File: config.mk
export PLATFORM = sky130hd
export DESIGN_NAME = missile_pool_ctrl
export DESIGN_NICKNAME = d
export VERILOG_FILES = /design/src/rtl/missile_pool_ctrl.sv
export SDC_FILE = /design/constraint.sdc
export NUM_CORES = 1
export LEC_CHECK = 0
export CAP_MARGIN = 15
export CORE_UTILIZATION = 48
export CTS_CLUSTER_SIZE = 10
export DETAILED_ROUTE_END_ITERATION = 8
export GPL_TIMING_DRIVEN = 0
export HOLD_SLACK_MARGIN = 0.15
export PLACE_DENSITY = 0.78
export SETUP_SLACK_MARGIN = 0.3
export SYNTH_ARGS = -nofsm -noshare
export SYNTH_HDL_FRONTEND = slang
export SYNTH_SLANG_ARGS = --single-unit
File: constraint.sdc
create_clock -name clk -period 9.5 [get_ports clk]
set_clock_uncertainty 0.15 [all_clocks]
set_input_delay 2.375 -clock clk [delete_from_list [all_inputs] [get_ports clk]]
set_output_delay 2.375 -clock clk [all_outputs]
set_load 0.01 [all_outputs]
File: src/rtl/missile_pool_ctrl.sv
// missile_pool_ctrl: multi-slot missile manager for one tank.
// Each slot holds a signed fixed-point position and a latched velocity.
// New shots take the lowest-index slot that is IDLE at the start of the cycle,
// gated by a frame-based cooldown. Slots retire on collision or leaving the screen.
// Optional build macro: MISSILE_AUTOFIRE_EN (held fireKey re-fires whenever cooldown reaches 0).
module missile_pool_ctrl #(
  parameter int NUM_MISSILES    = 4,
  parameter int COORD_W         = 11,
  parameter int FRAC_BITS       = 6,
  parameter int MOVEMENT_SPEED  = 300,
  parameter int HALF_TANK       = 7,
  parameter int COOLDOWN_FRAMES = 8,
  parameter int SCREEN_W        = 640,
  parameter int SCREEN_H        = 480
) (
  input  logic                            clk,
  input  logic                            resetN,
  input  logic                            startOfFrame,
  input  logic                            fireKey,
  input  logic [COORD_W-1:0]              tankTopLeftX,
  input  logic [COORD_W-1:0]              tankTopLeftY,
  input  logic [1:0]                      tankDir,
  input  logic [NUM_MISSILES-1:0]         collision,
  output logic [NUM_MISSILES*COORD_W-1:0] missileX,
  output logic [NUM_MISSILES*COORD_W-1:0] missileY,
  output logic [NUM_MISSILES-1:0]         drawEn,
  output logic [3:0]                      activeCount,
  output logic                            fireAccepted
);

  localparam int POS_W = COORD_W + FRAC_BITS + 1;
  localparam int CD_W  = $clog2(COOLDOWN_FRAMES + 2);

  localparam logic signed [POS_W-1:0] SPEED   = POS_W'(MOVEMENT_SPEED);
  localparam logic signed [POS_W:0]   X_LIM   = (POS_W+1)'(SCREEN_W * (2 ** FRAC_BITS));
  localparam logic signed [POS_W:0]   Y_LIM   = (POS_W+1)'(SCREEN_H * (2 ** FRAC_BITS));
  localparam logic [CD_W-1:0]         CD_INIT = CD_W'(COOLDOWN_FRAMES);

  typedef enum logic {
    IDLE   = 1'b0,
    FLYING = 1'b1
  } slot_state_t;

  slot_state_t state      [NUM_MISSILES];
  slot_state_t state_next [NUM_MISSILES];

  logic signed [POS_W-1:0] pos_x  [NUM_MISSILES];
  logic signed [POS_W-1:0] pos_y  [NUM_MISSILES];
  logic signed [POS_W-1:0] vel_x  [NUM_MISSILES];
  logic signed [POS_W-1:0] vel_y  [NUM_MISSILES];
  logic signed [POS_W:0]   next_x [NUM_MISSILES];
  logic signed [POS_W:0]   next_y [NUM_MISSILES];
  logic [COORD_W-1:0]      out_x  [NUM_MISSILES];
  logic [COORD_W-1:0]      out_y  [NUM_MISSILES];

  logic [NUM_MISSILES-1:0] idle;
  logic [NUM_MISSILES-1:0] alloc_sel;
  logic [NUM_MISSILES-1:0] oob;
  logic [NUM_MISSILES-1:0] step;
  logic                    any_idle;
  logic                    fire_prev;
  logic                    fire_rise;
  logic                    fire_req;
  logic                    accept;
  logic [CD_W-1:0]         cooldown;
  logic [COORD_W:0]        spawn_x;
  logic [COORD_W:0]        spawn_y;
  logic signed [POS_W-1:0] spawn_vx;
  logic signed [POS_W-1:0] spawn_vy;
  logic [3:0]              count_next;

  // Fire request detection and lowest-index free-slot selection
  always_comb begin
    fire_rise = fireKey & ~fire_prev;
`ifdef MISSILE_AUTOFIRE_EN
    fire_req  = fire_rise | (fireKey & fire_prev);
`else
    fire_req  = fire_rise;
`endif
    idle      = '0;
    alloc_sel = '0;
    any_idle  = 1'b0;
    for (int unsigned i = 0; i < NUM_MISSILES; i++) begin
      idle[i]      = (state[i] == IDLE);
      alloc_sel[i] = idle[i] & ~any_idle;
      any_idle     = any_idle | idle[i];
    end
    accept = fire_req & (cooldown == '0) & any_idle;
  end

  // Spawn point and velocity derived from the tank pose
  always_comb begin
    spawn_x  = {1'b0, tankTopLeftX} + (COORD_W+1)'(HALF_TANK);
    spawn_y  = {1'b0, tankTopLeftY} + (COORD_W+1)'(HALF_TANK);
    spawn_vx = '0;
    spawn_vy = '0;
    case (tankDir)
      2'b00:   spawn_vy = -SPEED;
      2'b01:   spawn_vx = SPEED;
      2'b10:   spawn_vy = SPEED;
      default: spawn_vx = -SPEED;
    endcase
  end

  // Per-slot next state: allocation, collision (priority), then frame movement
  always_comb begin
    count_next = '0;
    step       = '0;
    oob        = '0;
    for (int unsigned i = 0; i < NUM_MISSILES; i++) begin
      // One extra bit so the bounds test cannot be fooled by wrap-around
      next_x[i] = {pos_x[i][POS_W-1], pos_x[i]} + {vel_x[i][POS_W-1], vel_x[i]};
      next_y[i] = {pos_y[i][POS_W-1], pos_y[i]} + {vel_y[i][POS_W-1], vel_y[i]};
      oob[i]    = next_x[i][POS_W] | next_y[i][POS_W] |
                  (next_x[i] >= X_LIM) | (next_y[i] >= Y_LIM);
      state_next[i] = state[i];
      if (state[i] == IDLE) begin
        if (accept && alloc_sel[i]) state_next[i] = FLYING;
      end else begin
        if (collision[i])                 state_next[i] = IDLE;
        else if (startOfFrame && oob[i])  state_next[i] = IDLE;
        else if (startOfFrame)            step[i] = 1'b1;
      end
      if (state_next[i] == FLYING) count_next = count_next + 4'd1;
    end
  end

  // Slot state registers
  always_ff @(posedge clk or negedge resetN) begin
    if (!resetN) begin
      for (int unsigned i = 0; i < NUM_MISSILES; i++) state[i] <= IDLE;
    end else begin
      for (int unsigned i = 0; i < NUM_MISSILES; i++) state[i] <= state_next[i];
    end
  end

  // Slot position, velocity and pixel output registers
  always_ff @(posedge clk or negedge resetN) begin
    if (!resetN) begin
      for (int unsigned i = 0; i < NUM_MISSILES; i++) begin
        pos_x[i] <= '0;
        pos_y[i] <= '0;
        vel_x[i] <= '0;
        vel_y[i] <= '0;
        out_x[i] <= '0;
        out_y[i] <= '0;
      end
    end else begin
      for (int unsigned i = 0; i < NUM_MISSILES; i++) begin
        if (accept && alloc_sel[i]) begin
          pos_x[i] <= {spawn_x, {FRAC_BITS{1'b0}}};
          pos_y[i] <= {spawn_y, {FRAC_BITS{1'b0}}};
          vel_x[i] <= spawn_vx;
          vel_y[i] <= spawn_vy;
          out_x[i] <= spawn_x[COORD_W-1:0];
          out_y[i] <= spawn_y[COORD_W-1:0];
        end else if (step[i]) begin
          pos_x[i] <= next_x[i][POS_W-1:0];
          pos_y[i] <= next_y[i][POS_W-1:0];
          out_x[i] <= next_x[i][FRAC_BITS +: COORD_W];
          out_y[i] <= next_y[i][FRAC_BITS +: COORD_W];
        end
      end
    end
  end

  // Fire edge register, cooldown counter, accept pulse and active count
  always_ff @(posedge clk or negedge resetN) begin
    if (!resetN) begin
      fire_prev    <= 1'b0;
      cooldown     <= '0;
      fireAccepted <= 1'b0;
      activeCount  <= '0;
    end else begin
      fire_prev    <= fireKey;
      fireAccepted <= accept;
      activeCount  <= count_next;
      if (accept)                             cooldown <= CD_INIT;
      else if (startOfFrame && cooldown != '0) cooldown <= cooldown - 1'b1;
    end
  end

  // Pack per-slot outputs
  always_comb begin
    missileX = '0;
    missileY = '0;
    drawEn   = '0;
    for (int unsigned i = 0; i < NUM_MISSILES; i++) begin
      missileX[i*COORD_W +: COORD_W] = out_x[i];
      missileY[i*COORD_W +: COORD_W] = out_y[i];
      drawEn[i]                      = (state[i] == FLYING);
    end
  end

endmodule

# == Word-level counts from Yosys, hierarchy flattened ==
# Cells that the tools add are included.
# word_totals
ff_bits,390
latch_bits,0
mem_bits_rw,0
romBits,0
input_bits,32
output_inout_bits,97
elab_cells,171
mem_count,0
# op_classes
add_sub_neg,14
multipliers,0
n_div,0
magnitude_cmp,8
n_eq_ne,2
shift,0
n_mux,69
n_bitwise,28
n_reduce_logical,18
# ops
cell,n
2-to-1 mux 18 bit,16
2-to-1 mux 11 bit,16
adder 18 x 18 -> 19 bit,8
"greater-or-equal comparator 19 x 16 -> 1 bit, second input constant",4
"greater-or-equal comparator 19 x 17 -> 1 bit, second input constant",4
case mux 18 bit (2 select lines),2
2-to-1 mux 1 bit,30
"adder 11 x 3 -> 12 bit, second input constant",2
2-to-1 mux 4 bit,5
bitwise OR 1 bit,15
"adder 4 x 1 -> 4 bit, second input constant",3
nonzero test 2 bit,5
logical AND 1 bit,9
inverter 1 bit,7
AND 1 bit,6
logical NOT 4 bit,1
nonzero test 4 bit,1
"subtractor 4 x 1 -> 4 bit, second input constant",1
"equality test 2 x 1 -> 1 bit, second input constant",1
"equality test 2 bit, second input constant",1
logical NOT 2 bit,1
OR reduction 2 bit,1

# == Depth between registers and ports, before layout ==
# logic_depth
depth_word,15
mapped_depth,19
ltp_nobuf,19

# == Worst setup path after synthesis ==
# OpenSTA, ideal clock, no wires.
# synth_timing
kind,input-to-reg
start,in fireKey
end,reg activeCount[1]
setup_ns,0.125
t_arrival_ns,4.550
t_required_ns,9.225
setup_slack_ns,4.675
path_stages,8
path_buffers,1
cell_sequence,nand4b_1 nor3b_1 clkbuf_1 a21oi_1 ha_1 xor2_1 ha_1 mux2_2
# synth_between
elab_chain_len,13
word_cells_on_any_way,22
classes_between,3 x add/sub; 12 x mux; 3 x bitwise; 4 x reduce/logical
# synth_rtl
item,line_no,rtl
"start, declared",19,"input logic fireKey,"
AND 1 bit *,74,fire_rise = fireKey & ~fire_prev;
AND 1 bit * (2 in series),88,accept = fire_req & (cooldown == '0) & any_idle;
logical AND 1 bit,118,if (accept && alloc_sel[i]) state_next[i] = FLYING;
2-to-1 mux 1 bit,118,
2-to-1 mux 1 bit,117,if (state[i] == IDLE) begin
2-to-1 mux 1 bit,124,if (state_next[i] == FLYING) count_next = count_next + 4'd1;
adder 4 x 1 -> 4 bit,124,
2-to-1 mux 4 bit,124,
adder 4 x 1 -> 4 bit,124,
2-to-1 mux 4 bit,124,
adder 4 x 1 -> 4 bit,124,
2-to-1 mux 4 bit *,124,
net count_next[1],70,logic [3:0] count_next;
"end signal, assigned",177,activeCount <= count_next;
"end, declared",27,"output logic [3:0] activeCount,"
# Mark *: on every way through the listed nets, which the timed path passes. The rest lies on a longest branch.
# A chain may end at the register's enable or synchronous reset.

# == Final worst setup path ==
# Same ends and word-level chain as after synthesis.

==> results.cfg <==
[outcome]
status = complete, no violations

[drt]
ant_nets = 0
routed-via-count = 13300
drt-total-wl_microns = 43500
dr.pass1.iters = 5
vias_per_cell = 6.00
drc = 0
drt_iter0_markers = 1118
routedWlPerCell_microns = 19.7

[logic_synthesis]
syn_inst = 1663
synthTopCellsByArea = dfrtp_1 (29%), ha_1 (12%), mux2i_1 (5.1%)
syn_area_sq_mm = 0.0144
syn-num-nets = 1837
synth-edff-count = 0
ys_ff_latch = 166
synthTopCellsByCount = dfrtp_1 (166), nand2_1 (158), ha_1 (134)
async_reset_ff_share_pct = 100
syn_area_per_cell_sq_um = 8.63
synth_top_area_cell = dfrtp_1
yosysWarnings = 0
synth_most_common_cell = dfrtp_1
synth_top_area_share_pct = 28.9
synth.distinct_cells = 90
ys_seq_area_share_pct = 28.9
synth_ff_type = dfrtp_1

[hold_path]
hold_path_class = reg2reg
hold_depth = 2

[sta]
maxSlewViolCount = 0
holdWs_ns = 0.344
layout_setup_ws_ns = 3.70
rsz0062_at_grt = false
period_needed_ns = 5.80
slew_headroom_pct = 19.4
hold_viol_final = 0
tightest_slew_ns = 1.21
min_period_over_period_pct = 61.1
fmax_ghz = 0.172
setup_viol = 0

[worst_setup_path]
worst-endpoint-required_ns = 9.67
worstPathArrival_ns = 5.97
critical_path.endpoint_type = flop
critPathKind = in2reg
reg2reg_depth = 13
path_max_fanout = 10
crit_path_start_kind = input port

[place]
postPlaceCellArea_sq_mm = 0.0162
post-place-ws_ns = 3.28
place_hpwl_microns = 32200
io_buffers = 127
gp_congestion = 0.932

[power_and_ir_drop]
power_mw = 3.08
p_leak_nw = 7.98
vdd_drop_max_mv = 0.141
powerDensity_mw_per_mm2 = 183

[grt]
grt_pass1_vias = 12800
antenna_found_initial = 3
track_usage_pct = 28.5
grt_pass1_wl_microns = 68000
grt_max_degree = 106
gr-total-overflow = 0

[cts]
cts_buffers = 17
cts_root_buf = clkbuf_16
cts_tree = built
cts.sinks = 166
post_cts_buffers = 0
insertion_delay_ns = 0.45
clkTransAtPathRegs_ns = 0.07
postCtsHoldBufs = 0
clockBufferDepth = 2
cts_resized = 0
htree_num_levels = 4

[final_layout]
area_growth_pct = 17.0
fillers = 2576
nets = 1987
fin_area_sq_mm = 0.0168
drive_above_1_share_pct = 10.3

[floorplanning]
ioPinCount = 129
design.core.area_sq_mm = 0.0291
dieWidth_microns = 175
rows = 62
die_h_microns = 175
start_util_pct = 49.3
fp.dieArea_sq_mm = 0.0306

[flow_run]
drv_cap = 0
logic make-up after synthesis:
| kind of cell | after synthesis | synth area share, % |
|---|---|---|
| AND/OR/NAND/NOR | 501 | 16.8 |
| buffers and inverters | 207 | 8.25 |
| XOR/XNOR | 104 | 6.35 |
| other | 1 | 0.0261 |
| adder cells (fa/ha/maj) | 142 | 12.8 |
| multiplexers | 79 | 5.59 |
| AO/OA/AOI/OAI | 463 | 21.3 |
| flip-flops | 166 | 28.9 |
metal layers:
| layer | global-route usage, % | wire length, microns |
|---|---|---|
| met2 | 46.6 | 20400 |
| met5 | 0 | 0 |
| met1 | 37.1 | 18600 |
| met4 | 13.2 | 1820 |
| met3 | 4.20 | 2680 |
power by group:
group	switching (mW)	total (mW)	internal, mW	leakage (nW)
registers	0.136	0.951	0.816	2.25
logic	0.707	1.37	0.665	5.44
clock network	0.330	0.754	0.424	0.293
critical path, cell delays in order:
cell and delay, ns:
clkdlybuf4s50_1 0.53, nand4b_1 0.47, nor3b_1 0.85, clkbuf_1 0.50
a21oi_1 0.11, ha_1 0.35, xor2_1 0.23, ha_1 0.26
mux2_2 0.29
placed cells by master (no fill, tap or decap), types with 7 or more instances in the layout:
cell type        synthesis  layout
a211o_1                  8       8
a211oi_1                20      20
a21o_1                  36      36
a21oi_1                115     115
a22oi_1                  7       7
a31o_2                   7       7
a31oi_1                 15      15
and3_1                   8       8
buf_2                    8       8
buf_4                   91      91
buf_6                    7      10
clkbuf_1                33      33
clkbuf_16                0      17
clkdlybuf4s50_1          0     126
dfrtp_1                166     166
fa_1                     8       8
ha_1                   134     134
inv_1                   62      62
mux2i_1                 73      73
nand2_1                158     158
nand2b_1                21      21
nand3_1                 61      61
nand3b_1                 8       8
nand4_1                  9       9
nor2_1                 132     132
nor2b_1                 18      18
nor3_1                  26      26
nor4_1                   7       7
o211ai_1                10      10
o21a_1                  21      21
o21ai_0                108     108
o21ai_1                 20      20
o21bai_1                14      14
o22ai_1                  9       9
or3_1                   10      10
xnor2_1                 66      66
xor2_1                  38      38
flip-flops by register name (all words and copies together) (netlist names):
signal	cells
missileX	40
missileY	40
pos_x	24
pos_y	24
vel_x	12
vel_y	12
activeCount	4
cooldown	4
drawEn	4
fireAccepted	1
fire_prev	1
cell type report:
class / count / area, sq um / area share (%)
multi-input cells: 1290 / 9020 / 53.7
flip-flops and latches: 166 / 4150 / 24.7
repair buffers: 131 / 1340 / 7.96
plain buffers: 145 / 951 / 5.66
well taps: 384 / 480 / 2.86
clock buffers: 18 / 439 / 2.62
inverters: 62 / 233 / 1.39
clock inverters: 14 / 175 / 1.04
diodes: 3 / 7.51 / 0.0447
through the flow:
stage / cells / setup TNS, ns / utilization, %
6_report: 2213 / 0 / 57.7
5_1_grt: 2213 / 0 / 57.7
4_1_cts: 2210 / 0 / 57.7
3_5_place_dp: 2178 / 0 / 55.6
3_3_place_gp: 2174 / -224.11 / 55.4
2_1_floorplan: 1663 / 0 / -
path summary, 6_finish.rpt:
kind	start	end	slack (ns)
worst min-delay path	vel_x[2]	vel_x[2]	0.34
worst min register to register	vel_x[2]	vel_x[2]	0.34
worst max register to register	vel_y[70]	activeCount[1]	4.77
worst max-delay path	fireKey	activeCount[1]	3.70
min in group asynchronous	resetN	missileX[24]	1.73
max in group asynchronous	resetN	pos_y[17]	6.52
(Power assumes the default switching activity.)
